==> config.mk <==
export PLATFORM = sky130hd
export DESIGN_NAME = pwm_bank
export DESIGN_NICKNAME = d
export VERILOG_FILES = /design/src/rtl/pwm_bank.sv
export SDC_FILE = /design/constraint.sdc
export NUM_CORES = 1
export LEC_CHECK = 0
export CAP_MARGIN = 0
export CORE_MARGIN = 2
export CORE_UTILIZATION = 64
export DETAILED_ROUTE_END_ITERATION = 10
export DONT_BUFFER_PORTS = 1
export HOLD_SLACK_MARGIN = 0.15
export PLACE_DENSITY = 0.83
export SKIP_LAST_GASP = 1
export SLEW_MARGIN = 10
export SYNTH_ARGS = -nofsm -noshare
export SYNTH_HDL_FRONTEND = slang
export SYNTH_SLANG_ARGS = --single-unit
==> constraint.sdc <==
create_clock -name clk_i -period 2.4 [get_ports clk_i]
set_input_delay 0.36 -clock clk_i [delete_from_list [all_inputs] [get_ports clk_i]]
set_output_delay 0.36 -clock clk_i [all_outputs]
set_load 0.01 [all_outputs]
==> src/rtl/pwm_bank.sv <==
// pwm_bank: multi-channel PWM peripheral on the system bus.
//
// Each channel has a free-running counter with double-buffered duty and
// period registers. Shadow registers are written over the bus; active
// registers reload from the shadows at every period boundary, on a global
// SYNC write, and continuously while the channel is disabled. Because of
// this, a duty or period change never produces a runt pulse.
//
// Ports:
//   clk_i, rst_ni     system clock, asynchronous active-low reset
//   device_req_i      bus request, one transaction per asserted cycle
//   device_addr_i     byte address, bits [11:2] decoded
//   device_we_i       1 = write, 0 = read
//   device_be_i       byte enables for writes
//   device_wdata_i    write data
//   device_rvalid_o   response valid, one cycle after each request
//   device_rdata_o    read data (0 for unmapped offsets and SYNC)
//   device_err_o      unmapped offset, qualified by device_rvalid_o
//   pwm_o             registered PWM outputs
//
// Register map (byte offset):
//   0x000 + 8*i  DUTY[i] shadow      0x004 + 8*i  PERIOD[i] shadow
//   0x800        ENABLE              0x804        SYNC (write-only)
module pwm_bank #(
  parameter int unsigned NumChannels = 12,
  parameter int unsigned CtrWidth    = 8
) (
  input  logic                   clk_i,
  input  logic                   rst_ni,
  input  logic                   device_req_i,
  input  logic [31:0]            device_addr_i,
  input  logic                   device_we_i,
  input  logic [3:0]             device_be_i,
  input  logic [31:0]            device_wdata_i,
  output logic                   device_rvalid_o,
  output logic [31:0]            device_rdata_o,
  output logic                   device_err_o,
  output logic [NumChannels-1:0] pwm_o
);

  // ENABLE is a single 32-bit word, so only the first 32 channels can be
  // enabled when NumChannels exceeds 32.
  localparam int unsigned EnWidth = (NumChannels < 32) ? NumChannels : 32;

  typedef enum logic [1:0] {
    RegNone,
    RegChan,
    RegEnable,
    RegSync
  } reg_sel_e;

  logic [9:0]  word;
  logic [31:0] ch_idx;
  reg_sel_e    reg_sel;
  logic        wr_en;
  logic        chan_wr;
  logic        sync_pulse;
  logic [31:0] wmask;

  assign word   = device_addr_i[11:2];
  assign ch_idx = {24'b0, word[8:1]};

  always_comb begin
    reg_sel = RegNone;
    if (!word[9]) begin
      if (ch_idx < NumChannels) reg_sel = RegChan;
    end else if (word == 10'h200) begin
      reg_sel = RegEnable;
    end else if (word == 10'h201) begin
      reg_sel = RegSync;
    end
  end

  assign wmask = {{8{device_be_i[3]}}, {8{device_be_i[2]}},
                  {8{device_be_i[1]}}, {8{device_be_i[0]}}};

  assign wr_en      = device_req_i && device_we_i;
  assign chan_wr    = wr_en && (reg_sel == RegChan);
  assign sync_pulse = wr_en && (reg_sel == RegSync) && (|device_be_i) && device_wdata_i[0];

  // Enable register; en_d is its next value so a channel being disabled
  // clears its counter on the same edge that clears the enable bit.
  logic [NumChannels-1:0] en_q;
  logic [NumChannels-1:0] en_d;

  always_comb begin
    en_d = en_q;
    if (wr_en && (reg_sel == RegEnable)) begin
      en_d[EnWidth-1:0] = (en_q[EnWidth-1:0] & ~wmask[EnWidth-1:0]) |
                          (device_wdata_i[EnWidth-1:0] & wmask[EnWidth-1:0]);
    end
  end

  always_ff @(posedge clk_i or negedge rst_ni) begin
    if (!rst_ni) begin
      en_q <= '0;
    end else begin
      en_q <= en_d;
    end
  end

  logic [NumChannels-1:0][CtrWidth-1:0] duty_sh;
  logic [NumChannels-1:0][CtrWidth-1:0] per_sh;

  for (genvar i = 0; i < NumChannels; i++) begin : g_ch
    logic [CtrWidth-1:0] duty_sh_q;
    logic [CtrWidth-1:0] per_sh_q;
    logic [CtrWidth-1:0] duty_act_q;
    logic [CtrWidth-1:0] per_act_q;
    logic [CtrWidth-1:0] cnt_q;
    logic                pwm_q;
    logic                duty_wr;
    logic                per_wr;
    logic                run;
    logic                reload;

    assign duty_wr = chan_wr && (ch_idx == i) && !word[0];
    assign per_wr  = chan_wr && (ch_idx == i) &&  word[0];

    // Counting only while enabled both now and after this edge; any other
    // case (disabled, just enabled, just disabled) holds the counter at 0
    // with the actives tracking the shadows.
    assign run    = en_q[i] && en_d[i];
    assign reload = !run || sync_pulse || (cnt_q == per_act_q);

    always_ff @(posedge clk_i or negedge rst_ni) begin
      if (!rst_ni) begin
        duty_sh_q <= '0;
        per_sh_q  <= '0;
      end else begin
        if (duty_wr) begin
          duty_sh_q <= (duty_sh_q & ~wmask[CtrWidth-1:0]) |
                       (device_wdata_i[CtrWidth-1:0] & wmask[CtrWidth-1:0]);
        end
        if (per_wr) begin
          per_sh_q <= (per_sh_q & ~wmask[CtrWidth-1:0]) |
                      (device_wdata_i[CtrWidth-1:0] & wmask[CtrWidth-1:0]);
        end
      end
    end

    // Actives load the pre-write shadow when a shadow write lands on a
    // boundary edge; the new value waits for the following boundary.
    always_ff @(posedge clk_i or negedge rst_ni) begin
      if (!rst_ni) begin
        cnt_q      <= '0;
        duty_act_q <= '0;
        per_act_q  <= '0;
        pwm_q      <= 1'b0;
      end else begin
        if (reload) begin
          cnt_q      <= '0;
          duty_act_q <= duty_sh_q;
          per_act_q  <= per_sh_q;
        end else begin
          cnt_q <= cnt_q + CtrWidth'(1);
        end
        pwm_q <= en_q[i] && (cnt_q < duty_act_q);
      end
    end

    assign duty_sh[i] = duty_sh_q;
    assign per_sh[i]  = per_sh_q;
    assign pwm_o[i]   = pwm_q;
  end

  // Read mux
  logic [CtrWidth-1:0] chan_duty;
  logic [CtrWidth-1:0] chan_per;
  logic [31:0]         rd_word;

  always_comb begin
    chan_duty = '0;
    chan_per  = '0;
    for (int unsigned i = 0; i < NumChannels; i++) begin
      if (ch_idx == i) begin
        chan_duty = duty_sh[i];
        chan_per  = per_sh[i];
      end
    end
  end

  always_comb begin
    rd_word = '0;
    case (reg_sel)
      RegChan:   rd_word[CtrWidth-1:0] = word[0] ? chan_per : chan_duty;
      RegEnable: rd_word[EnWidth-1:0]  = en_q[EnWidth-1:0];
      default:   rd_word = '0;
    endcase
  end

  always_ff @(posedge clk_i or negedge rst_ni) begin
    if (!rst_ni) begin
      device_rvalid_o <= 1'b0;
      device_err_o    <= 1'b0;
      device_rdata_o  <= '0;
    end else begin
      device_rvalid_o <= device_req_i;
      device_err_o    <= device_req_i && (reg_sel == RegNone);
      device_rdata_o  <= (device_req_i && !device_we_i) ? rd_word : '0;
    end
  end

  // Address bits outside [11:2] and data/mask bits above the field widths
  // are intentionally ignored.
  logic unused_bits;
  assign unused_bits = ^{device_addr_i[31:12], device_addr_i[1:0], wmask, device_wdata_i};

endmodule

==> run_summary.xml <==
<?xml version="1.0" encoding="UTF-8"?>
<metrics>
  <group name="layout">
    <metric name="layout.core_utilization" unit="%">72.5</metric>
    <metric name="drive_gt1_share" unit="%">28.6</metric>
    <metric name="final_cell_count_no_fill" unit="">2756</metric>
    <metric name="layout.nets" unit="">2354</metric>
    <metric name="area_delta_synth_final" unit="%">11.6</metric>
  </group>
  <group name="sta">
    <metric name="layout_min_cycle_time" unit="ns">2.36</metric>
    <metric name="max-slew-margin-rel" unit="%">14.0</metric>
    <metric name="unrepaired_setup_endpoints_after_global_routing" unit="">yes</metric>
    <metric name="setup_viol" unit="">0</metric>
    <metric name="max_slew.worst_pin.slew" unit="ns">1.29</metric>
    <metric name="max_clock_freq" unit="MHz">423</metric>
    <metric name="finalHoldViolCount" unit="">518</metric>
    <metric name="drv_slew" unit="">0</metric>
    <metric name="skew" unit="ns">0.0194</metric>
    <metric name="tns" unit="ns">0</metric>
    <metric name="hold-worst-slack" unit="ns">-0.542</metric>
    <metric name="min_period_over_period" unit="%">98.4</metric>
  </group>
  <group name="synthesis">
    <metric name="synth-seq-area-share" unit="%">50.2</metric>
    <metric name="synthDistinctLibCells" unit="">67</metric>
    <metric name="synthTopCellsByArea" unit="">sky130_fd_sc_hd__dfrtp_1 (50%), sky130_fd_sc_hd__mux2_2 (18%), sky130_fd_sc_hd__ha_1 (4.7%), sky130_fd_sc_hd__xor2_1 (3.7%), sky130_fd_sc_hd__and2_1 (2.1%)</metric>
    <metric name="synth-xor-area-share" unit="%">5.70</metric>
    <metric name="synth_most_common_cell" unit="">sky130_fd_sc_hd__dfrtp_1</metric>
    <metric name="synthFlopType" unit="">sky130_fd_sc_hd__dfrtp_1</metric>
    <metric name="synth_top_family_by_area" unit="">multiplexers</metric>
    <metric name="synth.top_cells.by_count" unit="">sky130_fd_sc_hd__dfrtp_1 (518), sky130_fd_sc_hd__mux2_2 (402), sky130_fd_sc_hd__xor2_1 (110), sky130_fd_sc_hd__inv_1 (103), sky130_fd_sc_hd__ha_1 (96)</metric>
    <metric name="post_synth_mux_area_share" unit="%">19.7</metric>
    <metric name="yosys_warnings" unit="">0</metric>
    <metric name="compound_gate_portion_of_the_synthesized_area" unit="%">5.23</metric>
    <metric name="syn-cell-area" unit="sq um">25800</metric>
    <metric name="synth-simple-area-share" unit="%">10.4</metric>
    <metric name="synthesis.instances" unit="">2115</metric>
    <metric name="synth-edff-count" unit="">0</metric>
    <metric name="yosysTopAreaCellShare" unit="%">50.2</metric>
    <metric name="syn_avg_cell_area" unit="sq um">12.2</metric>
    <metric name="synth_seq_cells" unit="">518</metric>
    <metric name="post_synth_fa_ha_maj_area_fraction" unit="%">4.65</metric>
    <metric name="netlist.top_cell.by_area" unit="">sky130_fd_sc_hd__dfrtp_1</metric>
    <metric name="async_reset_ff_share" unit="%">100</metric>
  </group>
  <group name="outcome">
    <metric name="failed_checks" unit="">negative hold slack</metric>
    <metric name="result_of_the_run" unit="">finished, violations left</metric>
  </group>
  <group name="clocking">
    <metric name="tritoncts_clock_tree" unit="">built</metric>
    <metric name="count_of_clock_tree_sinks" unit="">518</metric>
    <metric name="tritoncts.num_buffers" unit="">52</metric>
    <metric name="ctsHoldBuffers" unit="">32</metric>
    <metric name="post-cts-setup-buffer-count" unit="">0</metric>
    <metric name="clock_insertion_delay_at_the_later_pin_of_the_skew_report" unit="ns">0.61</metric>
    <metric name="cts_max_level" unit="">2</metric>
    <metric name="cts_root_buf" unit="">sky130_fd_sc_hd__clkbuf_16</metric>
    <metric name="max-clock-path-buffers" unit="">3</metric>
    <metric name="cts.clk_slew.worst_paths" unit="ns">0.06</metric>
  </group>
  <group name="power">
    <metric name="worst_ir_drop_vdd" unit="V">0.000573</metric>
    <metric name="leakagePower" unit="nW">14.8</metric>
    <metric name="pwr_density_cell" unit="nW/um^2">597</metric>
    <metric name="post-layout-total-power" unit="W">0.0172</metric>
  </group>
  <group name="setup_path">
    <metric name="r2r_cells" unit="">6</metric>
    <metric name="crit_required" unit="ns">2.89</metric>
    <metric name="worstPathArrival" unit="ns">2.85</metric>
    <metric name="critical_path.reg2reg.endpoint" unit="">g_ch[2].per_act_q[2]</metric>
    <metric name="timing.critical_path.fanout_max" unit="">16</metric>
    <metric name="crit_type" unit="">input pin to flip-flop</metric>
    <metric name="regToRegStartpoint" unit="">g_ch[2].cnt_q[2]</metric>
    <metric name="regToRegSetupSlack" unit="ns">0.20</metric>
    <metric name="critical_path.endpoint_type" unit="">flip-flop</metric>
    <metric name="setup.worst_path.start_class" unit="">input pin</metric>
    <metric name="startpoint" unit="">device_addr_i[7]</metric>
  </group>
  <group name="grt">
    <metric name="antenna_found_initial" unit="">6</metric>
    <metric name="global_route.overflow_total" unit="">0</metric>
    <metric name="first_global_vias" unit="">17900</metric>
    <metric name="grt_start_max_net_pins" unit="">519</metric>
    <metric name="global_route_wire_length_before_repair" unit="um">102000</metric>
    <metric name="track_usage" unit="%">32.4</metric>
  </group>
  <group name="die">
    <metric name="chipHeight" unit="um">205</metric>
    <metric name="initial_util" unit="%">65.0</metric>
    <metric name="design.core.area" unit="sq um">39700</metric>
    <metric name="die_area" unit="sq um">41900</metric>
    <metric name="boundaryPins" unit="">118</metric>
    <metric name="die_w" unit="um">205</metric>
    <metric name="placement_rows" unit="">73</metric>
  </group>
  <group name="drt">
    <metric name="drt-wirelength-per-cell" unit="um">23.9</metric>
    <metric name="via_count" unit="">17000</metric>
    <metric name="ant_nets" unit="">0</metric>
    <metric name="drt_pass1_iterations" unit="">6</metric>
    <metric name="post_drt_via_cell_ratio" unit="">6.16</metric>
    <metric name="drt_iter0_drc" unit="">1640</metric>
    <metric name="post_detailed_route_drc_marker_count" unit="">0</metric>
    <metric name="wl" unit="um">65800</metric>
  </group>
  <group name="placed_design">
    <metric name="place.port_buffers" unit="">0</metric>
    <metric name="placedCellCount" unit="">2625</metric>
    <metric name="detailed_place_hpwl" unit="um">43600</metric>
    <metric name="finalWeightedCongestion" unit="">0.979</metric>
  </group>
  <group name="worst_hold_path">
    <metric name="hold_path.class" unit="">input pin to asynchronous set/reset pin</metric>
  </group>
  <group name="job">
    <metric name="drv_cap" unit="">0</metric>
  </group>
</metrics>
[cell usage in the layout, fill, tap and decap left out, drive strengths merged, types with 7 or more instances in the layout]
| master | n |
|---|---|
| dlygate4sd3 | 24 |
| o22ai | 10 |
| inv | 104 |
| nor2 | 89 |
| a211oi | 19 |
| nand3 | 84 |
| buf | 91 |
| nand2 | 68 |
| nor2b | 30 |
| a21o | 24 |
| and2 | 90 |
| mux2 | 403 |
| nor4 | 29 |
| xnor2 | 58 |
| dfrtp | 518 |
| clkinv | 12 |
| and3 | 31 |
| a21oi | 34 |
| a22oi | 7 |
| conb | 20 |
| ha | 96 |
| nand2b | 22 |
| mux4 | 15 |
| clkbuf | 76 |
| o21ai | 54 |
| mux2i | 22 |
| o211ai | 15 |
| xor2 | 110 |
| nor3 | 10 |
[through the flow]
stage / worst slack, ns / area, sq um
after floorplan: 0.120 / 25900
after global placement: -0.0896 / 26700
after detailed placement: -0.194 / 26700
after CTS: 0.0661 / 28800
after global routing: -0.0175 / 28800
final: 0.0376 / 28800
[cell type report]
class | instances | area, sq um
Timing Repair Buffer | 115 | 1160
Tap cell | 525 | 657
Multi-Input combinational cell | 1396 | 11900
Antenna cell | 3 | 7.51
Sequential cell | 518 | 13000
Inverter | 103 | 387
Fill cell | 2573 | 10900
Clock inverter | 20 | 163
Clock buffer | 76 | 1550
[per-layer routing]
metal  GRT usage, %  vias to the layer above  wire length, um
met1           41.8                     8659            26400
met5              0                        -               49
met3           7.46                      192             5020
li1               -                     7505                -
met2           52.5                      617            31500
met4           14.2                        8             2880
[logic make-up (layout without fill, tap and decap cells)]
family / Yosys count / after routing
AOI/OAI and AO/OA: 204 / 204
xor gates and xnor gates: 168 / 168
adders and majority gates: 96 / 96
buffers and inverters: 220 / 314
DFF: 518 / 518
muxes: 440 / 440
other: 1 / 23
and+or+nand+nor: 468 / 468
[worst min-delay path by stage]
stage,slack (ns),from,cells past startpoint,to
6_report,-0.54,rst_ni,0,device_rdata_o[8]
5_1_grt,-0.55,rst_ni,0,device_rdata_o[8]
4_1_cts,-0.55,rst_ni,0,device_rdata_o[8]
3_5_place_dp,0.08,rst_ni,0,device_rdata_o[8]
3_3_place_gp,0.08,rst_ni,0,device_rdata_o[8]
2_1_floorplan,0.06,rst_ni,0,asynchronous set/reset pin
[critical path: stages]
cell and delay, ns:
sky130_fd_sc_hd__nor4_4 0.38, sky130_fd_sc_hd__buf_4 0.18, sky130_fd_sc_hd__buf_4 0.22, sky130_fd_sc_hd__nand2_1 0.16
sky130_fd_sc_hd__nor3_4 0.26, sky130_fd_sc_hd__buf_4 0.25, sky130_fd_sc_hd__nand3_4 0.17, sky130_fd_sc_hd__mux2_2 0.31
sky130_fd_sc_hd__dlygate4sd3_1 0.56
[power breakdown]
group / total [W] / switching (W) / internal [W] / leakage, nW
Clock: 0.00808 / 0.00346 / 0.00461 / 0.833
Sequential: 0.00874 / 0.00000484 / 0.00874 / 7.24
Combinational: 0.000367 / 0.000232 / 0.000135 / 6.71
[timing repair]
action	4_1_cts	5_1_grt
endpoints found under the hold margin	733	518
endpoints found under the setup margin	0	22
resized for setup	0	6
Power figures use the tool's default switching activity.
